--- src/rtl/wb_port_arb.sv ---
// Write Back register-file port arbiter: shares one write port between the
// in-order pipeline and a 2-entry FIFO of long-latency results, with a pending scoreboard.
module wb_port_arb #(
  parameter int AGE_MAX = 3
) (
  input  logic        clk,
  input  logic        rst_n,
  input  logic        pipe_valid,
  input  logic [2:0]  pipe_reg,
  input  logic [15:0] pipe_data,
  output logic        pipe_stall,
  input  logic        issue_valid,
  input  logic [2:0]  issue_reg,
  input  logic        lu_valid,
  input  logic [2:0]  lu_reg,
  input  logic [15:0] lu_data,
  output logic        lu_ready,
  output logic [7:0]  pend_busy,
  output logic        rf_wr_en,
  output logic [2:0]  rf_wr_reg,
  output logic [15:0] rf_wr_data
);

  localparam int AW = (AGE_MAX < 1) ? 1 : $clog2(AGE_MAX + 1);
  localparam logic [AW-1:0] AGE_LIM = AW'(AGE_MAX);

  // Entry 0 is always the head; a pop shifts entry 1 down.
  logic [2:0]    fifo_reg  [2];
  logic [15:0]   fifo_data [2];
  logic [1:0]    count;
  logic [AW-1:0] age;

  logic       fifo_gnt;
  logic       push;
  logic       wr_idx;
  logic [7:0] set_mask;
  logic [7:0] clr_mask;

  assign lu_ready   = (count != 2'd2);
  assign push       = lu_valid && lu_ready;
  assign fifo_gnt   = (count != 2'd0) &&
                      (!pipe_valid || (count == 2'd2) || (age >= AGE_LIM));
  assign pipe_stall = pipe_valid && fifo_gnt;
  // A push lands behind whatever entry survives this cycle's pop.
  assign wr_idx     = (count == 2'd1) && !fifo_gnt;

  always_comb begin
    // NOTE: every output gets a default first so no path through the block infers a latch.
    rf_wr_en   = 1'b0;
    rf_wr_reg  = '0;
    rf_wr_data = '0;
    set_mask   = '0;
    clr_mask   = '0;
    if (fifo_gnt) begin
      rf_wr_en   = 1'b1;
      rf_wr_reg  = fifo_reg[0];
      rf_wr_data = fifo_data[0];
      clr_mask   = 8'b1 << fifo_reg[0];
    end else if (pipe_valid) begin
      rf_wr_en   = 1'b1;
      rf_wr_reg  = pipe_reg;
      rf_wr_data = pipe_data;
    end
    if (issue_valid) set_mask = 8'b1 << issue_reg;
  end

  always_ff @(posedge clk or negedge rst_n) begin
    if (!rst_n) begin
      count     <= '0;
      age       <= '0;
      pend_busy <= '0;
      // NOTE: the two-entry buffer is small enough to clear on reset, so no stale result survives.
      for (int i = 0; i < 2; i++) begin
        fifo_reg[i]  <= '0;
        fifo_data[i] <= '0;
      end
    end else begin
      // NOTE: non-blocking assignments keep every register reading pre-edge values.
      count     <= count + 2'(push) - 2'(fifo_gnt);
      pend_busy <= (pend_busy & ~clr_mask) | set_mask;

      if ((count == 2'd0) || fifo_gnt) begin
        age <= '0;
      end else if (age != AGE_LIM) begin
        age <= age + 1'b1;
      end

      if (fifo_gnt) begin
        fifo_reg[0]  <= fifo_reg[1];
        fifo_data[0] <= fifo_data[1];
      end
      if (push) begin
        fifo_reg[wr_idx]  <= lu_reg;
        fifo_data[wr_idx] <= lu_data;
      end
    end
  end

endmodule

--- config.mk ---
export PLATFORM = sky130hd
export DESIGN_NAME = wb_port_arb
export DESIGN_NICKNAME = d
export VERILOG_FILES = /design/src/rtl/wb_port_arb.sv
export SDC_FILE = /design/constraint.sdc
export NUM_CORES = 1
export LEC_CHECK = 0
export BUFFER_PORTS_ARGS = -buffer_cell sky130_fd_sc_hd__clkbuf_2
export CORE_MARGIN = 5
export CORE_UTILIZATION = 50
export DETAILED_ROUTE_END_ITERATION = 6
export PLACE_DENSITY = 0.86
export SLEW_MARGIN = 25
export SYNTH_ARGS = -nofsm -noshare
export SYNTH_HDL_FRONTEND = slang
export SYNTH_SLANG_ARGS = --single-unit
--- constraint.sdc ---
create_clock -name clk -period 2.1 [get_ports clk]
set_input_delay 0.105 -clock clk [delete_from_list [all_inputs] [get_ports clk]]
set_output_delay 0.105 -clock clk [all_outputs]
set_load 0.1 [all_outputs]
==> flow_metrics.tcl, run 1 <==
set metrics [dict create \
    status "completed" \
    crit_chain "ha_1 > and3b_2 > nor2_2 > buf_12 > o21ai_2 > buf_12" \
    cts_sinks 50 \
    yosysWarnings 0 \
    place_congestion 0.767 \
    drc_errors 0 \
    vias 2667 \
    cp_common_cell "buf_12" \
    cap_violations 0 \
    area_growth_pct 38.4 \
    antenna_cells 0 \
    avgSynthCellArea_um2 9.77 \
    synth_compound_area_share_pct 27.8 \
    nets 402 \
    synth-simple-area-share_pct 12.1 \
    fin_crit_ns 2.02 \
    ys_top_cells_by_area "dfrtp_1, o21ai_0, a2bb2oi_1" \
    grt_pass1_wl_um 13000 \
    synth_edf_count 0 \
    synth_xor_area_share_pct 0.636 \
    cts_buffer_depth 2 \
    wl_per_cell_um 18.7 \
    grt_usage_pct 22.5 \
    required_ns 2.00 \
    synth_fa_ha_area_share_pct 1.36 \
    h-tree-depth 2 \
    startpoint "age[0]$_DFFE_PN0P_" \
    path_class "flip-flop to primary output" \
    core_area_mm2 0.00544 \
    cts_inserted_buffers 5 \
    io_pins 76 \
    wl_um 7980 \
    synth_nets 331 \
    clk_latency_ns 0.31 \
    worst_clock_skew_ns 0.00640 \
    drt_iter0_markers 320 \
    final_core_util_pct 70.1 \
    critical_path_buf_inv_count 2 \
    post-synth-top-area-fraction_pct 45.4 \
    tightest_slew_ns 0.649 \
    hold_path.class "input port to flip-flop" \
    syn_inst 282 \
    synthFlopType "dfrtp_1" \
    routed_via_density 6.26 \
    yosysSeqAreaShare_pct 45.4 \
    worstHoldStart "lu_data[10]" \
    dp_hpwl_um 5490 \
    cts_tree "done" \
    slowest_delay_ns 0.40 \
    initial_core_util_pct 50.6 \
    cp_slowest_cell "dfrtp_1" \
    setup_viol 0 \
    synthArstFlopShare_pct 100 \
    fp-row-count 27 \
    syn_area_mm2 0.00275 \
    firstDrtPassIters 5 \
    worst-path-max-fanout 19 \
    ant_nets 0 \
    path_clk_slew_ns 0.09 \
    reg2reg_from "age[0]$_DFFE_PN0P_" \
    grt_overflow_total 0 \
    portBuffers 75 \
    relSlewSlack_pct 56.7 \
    fmax_mhz 496 \
    ys_ff_latch 50 \
    start_kind "flip-flop" \
    synth_top_family_by_area "compound AO/OA/AOI/OAI gates" \
    crit_path_end_kind "primary output" \
    post-route-period-util_pct 96.0 \
    root_buffer "clkbuf_8" \
    antenna_found_initial 0 \
    yosysUniqueCellTypes 29 \
    final_hold_viol_count 0 \
    grt_max_degree 29 \
    finalMaxSlewViolations 0 \
    fp.dieArea_mm2 0.00709 \
    critPathTopFamily "flip-flops" \
    dieHeight_um 84.2 \
    yosysTopAreaCell "dfrtp_1" \
    die_w_um 84.2 \
    layout-drive-gt1-share_pct 37.3 \
    worstPathArrival_ns 1.91 \
    synth_mux_area_share_pct 7.77 \
    grt_pass1_vias 2669 \
]
## cells in the mapped netlist, types with 2 or more instances
library cell  number
dfrtp_1           50
o21ai_0           42
nand2_1           27
nand3_1           21
a2bb2oi_1         19
a32oi_1           19
o21a_1            19
clkbuf_1          18
buf_2             10
mux2_1            10
mux2_2             9
nand2b_1           6
o31ai_1            5
nor2_1             4
o41ai_1            4
ha_1               3
nand3b_1           3
xnor2_1            2
## routing by layer
metal / vias to the layer above / share of wire (%) / track usage, %
li1: 1203 / - / -
met1: 1306 / 39 / 28.2
met2: 139 / 51 / 37.9
met3: 19 / 7.5 / 5.40
met4: 0 / 2.1 / 7.75
met5: - / 0 / 0
## stage by stage
stage                     hold slack (ns)  worst slack, ns  std cells  cell area, µm²  TNS (ns)
final                              0.0299           0.0845        426            3810         0
after global routing               0.0302          -0.0120        426            3810   -0.0120
after CTS                          0.0209          -0.0644        426            3690    -0.688
after detailed placement            0.155            0.173        417            3570         0
after global placement              0.138            0.315        417            3570         0
after floorplan                    -0.191           -0.469        282            2770     -7.96
## kinds of logic after synthesis
logic type,Yosys count
buf+inv,31
flops,50
xor+xnor,2
compound gates,109
simple gates,68
mux,19
fa+ha+maj,3
## path summary, 6_finish.rpt
kind                                      endpoint  slack [ns]  depth (start not counted)
worst max-delay path                 rf_wr_data[3]        0.08                          6
worst min-delay path                     flip-flop        0.03                          2
worst max register to register  count[1]$_DFF_PN0_        0.19                          8
worst min register to register  age[0]$_DFFE_PN0P_        0.46                          1
max in group asynchronous                async pin        1.18                          3
min in group asynchronous                async pin        0.35                          2
## cells in the final DEF (no fill, tap or decap), drive strengths merged, types with 2 or more instances in the layout
master   instances
clkinv           2
o41ai            4
a32oi           19
xnor2            2
nand3b           3
o31ai            5
o21a            19
o21ai           42
mux2            19
nor2             4
buf             39
dfrtp           50
nand3           21
ha               3
a2bb2oi         19
nand2           27
nand2b           6
clkbuf          59
## area by class of cell
cell class	count	area (µm²)
tap	72	90.1
fill	379	1630
sequential	50	1250
timing repair buffer	94	873
clock inverter	3	40.0
clock buffer	5	68.8
multi-input combinational	201	1480
inverter	1	3.75
## timing repair
action / in CTS / in global routing
setup endpoints to repair: 17 / 20
hold buffers: 1 / 0
resized for setup: 1 / 27
hold endpoints to repair: 23 / 0
setup buffers: 0 / 0
Power of run 1 is left out: the tool's default activity adds up to more than one toggle a clock period on the data nets, which glitch-free logic cannot reach.
==> run 2, diff against run 1 <==
- CTS_BUF_LIST: not set -> sky130_fd_sc_hd__clkbuf_8
- clock period: 2.1 -> 2.3 ns (I/O delays scaled with it)
==> run 2 against run 1 <==
Setup slack gained 0.068 ns. Wire length shrank 0.86%. Critical path depth is the same. Utilization shrank 2.0 points. Critical path type unchanged.
==> flow_metrics.tcl, run 2 (synthesis results as in run 1) <==
set metrics [dict create \
    status "completed" \
    place_congestion 0.821 \
    grt_usage_pct 23.0 \
    cap_violations 0 \
    wl_um 7910 \
    worst-path-max-fanout 13 \
    die_w_um 84.2 \
    setup_viol 0 \
    reg2reg_slack_ns 0.37 \
    path_class "flip-flop to primary output" \
    fp.dieArea_mm2 0.00709 \
    layout_commonest_cell "clkbuf_2" \
    rsz0062_at_grt "false" \
    firstDrtPassIters 4 \
    h-tree-depth 2 \
    worst_clock_skew_ns 0.00806 \
    grt_pass1_wl_um 13200 \
    hold_depth 2 \
    slowest_delay_ns 0.40 \
    worstPathArrival_ns 2.03 \
    multiInputGateArea_mm2 0.00141 \
    relSlewSlack_pct 52.0 \
    core_area_mm2 0.00544 \
    ant_nets 0 \
    cts_sinks 50 \
    critPathTopFamily "buffers and inverters" \
    hold_path.class "input port to flip-flop" \
    clk_latency_ns 0.32 \
    fp-row-count 27 \
    wl_per_cell_um 18.6 \
    area_growth_pct 34.5 \
    portBuffers 75 \
    cts_setup_buffers 0 \
    routed_via_density 6.08 \
    cp_slowest_cell "dfrtp_1" \
    mostFrequentLayoutCells "clkbuf_2, dfrtp_1, nand2_1, o21ai_0" \
    grt_max_degree 29 \
    cp.depth 6 \
    finalMaxSlewViolations 0 \
    path_clk_slew_ns 0.09 \
    tightest_slew_ns 0.713 \
    critical_path_buf_inv_count 2 \
    fmax_mhz 466 \
    cp-endpoint "rf_wr_data[1]" \
    initial_core_util_pct 50.6 \
    fillCellCount 414 \
    fin_crit_ns 2.15 \
    post-route-period-util_pct 93.4 \
    final_hold_viol_count 0 \
    reg2reg_from "age[0]$_DFFE_PN0P_" \
    grt_overflow_total 0 \
    cts_buffer_depth 2 \
    grt_pass1_vias 2772 \
    dp_hpwl_um 5530 \
    startpoint "age[0]$_DFFE_PN0P_" \
    dieHeight_um 84.2 \
    cts_tree "done" \
    nets 402 \
    regArea_mm2 0.00125 \
    placed_cell_area_mm2 0.00358 \
    io_pins 76 \
    antenna_cells 0 \
    required_ns 2.18 \
    root_buffer "clkbuf_8" \
    antenna_found_initial 0 \
    cts_inserted_buffers 5 \
    stdcell_area_mm2 0.00370 \
    r2r_cells 6 \
    crit_chain "ha_1 > and3b_1 > nor2_4 > buf_4 > o21ai_1 > buf_12" \
    crit_path_end_kind "primary output" \
    layout-drive-gt1-share_pct 34.2 \
    vias 2592 \
    start_kind "flip-flop" \
    drt_iter0_markers 104 \
    drc_errors 0 \
]
## run 2: metrics by stage
| stage | hold WS, ns | setup slack, ns | utilization (%) | TNS [ns] | instances |
|---|---|---|---|---|---|
| finish | 0.0345 | 0.152 | 68.1 | 0 | 426 |
| global route | 0.0282 | 0.0733 | 68.1 | 0 | 426 |
| CTS | 0.0302 | 0.0864 | 68.0 | 0 | 426 |
| detailed placement | 0.186 | 0.366 | 65.7 | 0 | 417 |
| global placement | 0.184 | 0.483 | 65.7 | 0 | 417 |
| floorplan | -0.181 | -0.381 | - | -2.99 | 282 |
## run 2: per-layer routing
metal | wire [µm] | GRT usage (%) | up-vias
li1 | - | - | 1198
met1 | 3180 | 28.0 | 1261
met2 | 4010 | 38.1 | 118
met3 | 510 | 4.61 | 15
met4 | 206 | 12.4 | 0
met5 | 0 | 0 | -
## run 2: area by class of cell
type / instances / area share [%]
clock buffers: 5 / 1.86
clock inverters: 3 / 1.18
inverters: 1 / 0.101
multi-input cells: 201 / 38.1
flip-flops and latches: 50 / 33.8
well taps: 72 / 2.43
repair buffers: 94 / 22.6
## run 2: worst min-delay path by stage
stage | startpoint | to | slack (ns)
after floorplan | rst_n | async pin | -0.18
after global placement | rst_n | fifo_data[28]$_DFF_PN0_ | 0.18
after detailed placement | rst_n | fifo_data[28]$_DFF_PN0_ | 0.19
after global routing | lu_reg[1] | flip-flop | 0.03
after CTS | lu_data[10] | flip-flop | 0.03
final | lu_data[14] | flip-flop | 0.03
## run 2: timing repair
item	4_1_cts	5_1_grt
hold buffers	1	0
hold endpoints to repair	25	0
endpoints found under the setup margin	0	1
resized for setup	0	1
Power of run 2 is left out for the same reason.
==> run 3, diff against run 2 <==
- ABC_AREA: not set -> 1
==> run 3 against run 2 <==
Clock-buffer cell count is 1 higher. Wire length is 19% lower. Die area fell by 1.5%. Non-clock buffer count down 10. Via count down 3.9%. Critical path depth increased by 2. Synthesized cell count is 26% higher.
==> flow_metrics.tcl, run 3 <==
set metrics [dict create \
    status "completed" \
    placed_cell_area_mm2 0.00341 \
    multiInputGateArea_mm2 0.00112 \
    io_pins 76 \
    tns_ns 0 \
    cap_violations 0 \
    met3_wirelength_um 365 \
    portBuffers 75 \
    required_ns 2.18 \
    path_clk_slew_ns 0.08 \
    yosysUniqueCellTypes 21 \
    regArea_mm2 0.00125 \
    yosysMostFrequentCell "nand2_1" \
    start_kind "flip-flop" \
    place_congestion 0.856 \
    clk_latency_ns 0.30 \
    fmax_mhz 482 \
    ys_top_cells_by_area "dfrtp_1, nand2_1, nand3_1" \
    synthArstFlopShare_pct 100 \
    syn_inst 354 \
    ant_nets 0 \
    wl_per_cell_um 13.0 \
    antenna_found_initial 0 \
    fillCellCount 401 \
    cp_common_cell "nand3_1" \
    top_layer "met4" \
    synth_common_cells "nand2_1, nand3_1, dfrtp_1" \
    fin_crit_ns 2.07 \
    drc_errors 0 \
    cp_slowest_cell "dfrtp_1" \
    cts_buffer_depth 2 \
    firstDrtPassIters 4 \
    antenna_cells 0 \
    slowest_delay_ns 0.39 \
    finalMaxSlewViolations 0 \
    yosysWarnings 0 \
    grt_pass1_vias 2447 \
    synth_nets 403 \
    synthFlopType "dfrtp_1" \
    grt_pass1_wl_um 11000 \
    worstPathArrival_ns 1.96 \
    avgSynthCellArea_um2 7.65 \
    critical_path_buf_inv_count 3 \
    wl_um 6440 \
    layout_commonest_cell "nand2_1" \
    dp_hpwl_um 4680 \
    hold_path.class "input port to flip-flop" \
    worst-path-max-fanout 39 \
    cts_tree "done" \
    yosysSeqAreaShare_pct 46.2 \
    syn_area_mm2 0.00271 \
    crit_chain "ha_1 > inv_1 > nand3_1 > nand2_2 > buf_6 > nand3_1 > o21ai_1 > buf_12" \
    ys_ff_latch 50 \
    stdcell_area_mm2 0.00352 \
    yosysTopAreaCell "dfrtp_1" \
    final_core_util_pct 68.0 \
    synth_edf_count 0 \
    tightest_slew_ns 0.623 \
    h-tree-depth 2 \
    initial_core_util_pct 52.3 \
    grt_max_degree 51 \
    die_w_um 83.6 \
    wl_met1_um 2640 \
    worst_clock_skew_ns 0.00271 \
    fp-row-count 26 \
    grt_overflow_total 0 \
    final_hold_viol_count 0 \
    rsz0062_at_grt "false" \
    dieHeight_um 83.6 \
    post-route-period-util_pct 90.1 \
    root_buffer "clkbuf_8" \
    post-synth-top-area-fraction_pct 46.2 \
    relSlewSlack_pct 58.5 \
    route.met2.wl_um 3290 \
    path_class "flip-flop to primary output" \
    mostFrequentLayoutCells "nand2_1, nand3_1, clkbuf_2, inv_1, dfrtp_1" \
    critPathTopFamily "buffers and inverters" \
    vias 2492 \
    fp.dieArea_mm2 0.00699 \
    core_area_mm2 0.00517 \
    area_growth_pct 29.9 \
    cts_sinks 50 \
    layout-drive-gt1-share_pct 28.2 \
    grt_usage_pct 19.1 \
    routed_via_density 5.02 \
    crit_path_end_kind "primary output" \
    nets 474 \
    setup_viol 0 \
    drt_iter0_markers 197 \
    cts_inserted_buffers 5 \
]
==> run 3: final timing paths <==
kind	slack, ns	to	cells past startpoint	from
max	0.23	rf_wr_data[15]	8	age[0]$_DFFE_PN0P_
min	0.03	flip-flop	3	lu_data[9]
max reg2reg	0.48	count[1]$_DFF_PN0_	10	age[0]$_DFFE_PN0P_
min reg2reg	0.44	age[0]$_DFFE_PN0P_	1	age[0]$_DFFE_PN0P_
max in group asynchronous	1.44	async pin	3	rst_n
min in group asynchronous	0.46	async pin	3	rst_n
==> run 3: metal layers <==
| layer | up-vias | global-route usage, % |
|---|---|---|
| met1 | 1157 | 21.7 |
| li1 | 1252 | - |
| met5 | - | 0 |
| met4 | 0 | 7.46 |
| met3 | 12 | 5.13 |
| met2 | 71 | 33.8 |
==> run 3: per-stage QoR <==
step | hold slack, ns | setup WS [ns] | instances
2_1_floorplan | -0.181 | -0.120 | 354
3_3_place_gp | 0.256 | 0.546 | 487
3_5_place_dp | 0.263 | 0.460 | 487
4_1_cts | 0.0170 | 0.118 | 496
5_1_grt | 0.0133 | 0.0789 | 496
6_report | 0.0280 | 0.227 | 496
==> run 3: kinds of logic (layout without fill, tap and decap cells) <==
logic type	after synthesis	count (layout)	synth area share [%]
xor gates and xnor gates	2	2	0.647
AOI/OAI and AO/OA	47	47	10.1
DFF	50	50	46.2
buffers and inverters	73	145	12.6
and+or+nand+nor	179	179	29.1
adders and majority gates	3	3	1.39
==> run 3: what timing repair did <==
item / 4_1_cts / 5_1_grt
endpoints found under the setup margin: 0 / 5
hold buffers: 1 / 0
buffers inserted: 0 / 0
hold endpoints to repair: 50 / 0
gates resized for setup: 0 / 1
==> run 3: worst min-delay path: stages <==
cell and delay (ns):
clkbuf_2 0.09, nand2_2 0.05, o21ai_2 0.04
==> run 3: area by class of cell <==
class	count	share of cell area, %
inverters	53	5.66
multi-input cells	231	32.0
clock buffers	6	2.35
clock inverters	2	0.249
flip-flops and latches	50	35.6
well taps	70	2.49
repair buffers	84	21.7
Power of run 3 is left out for the same reason.
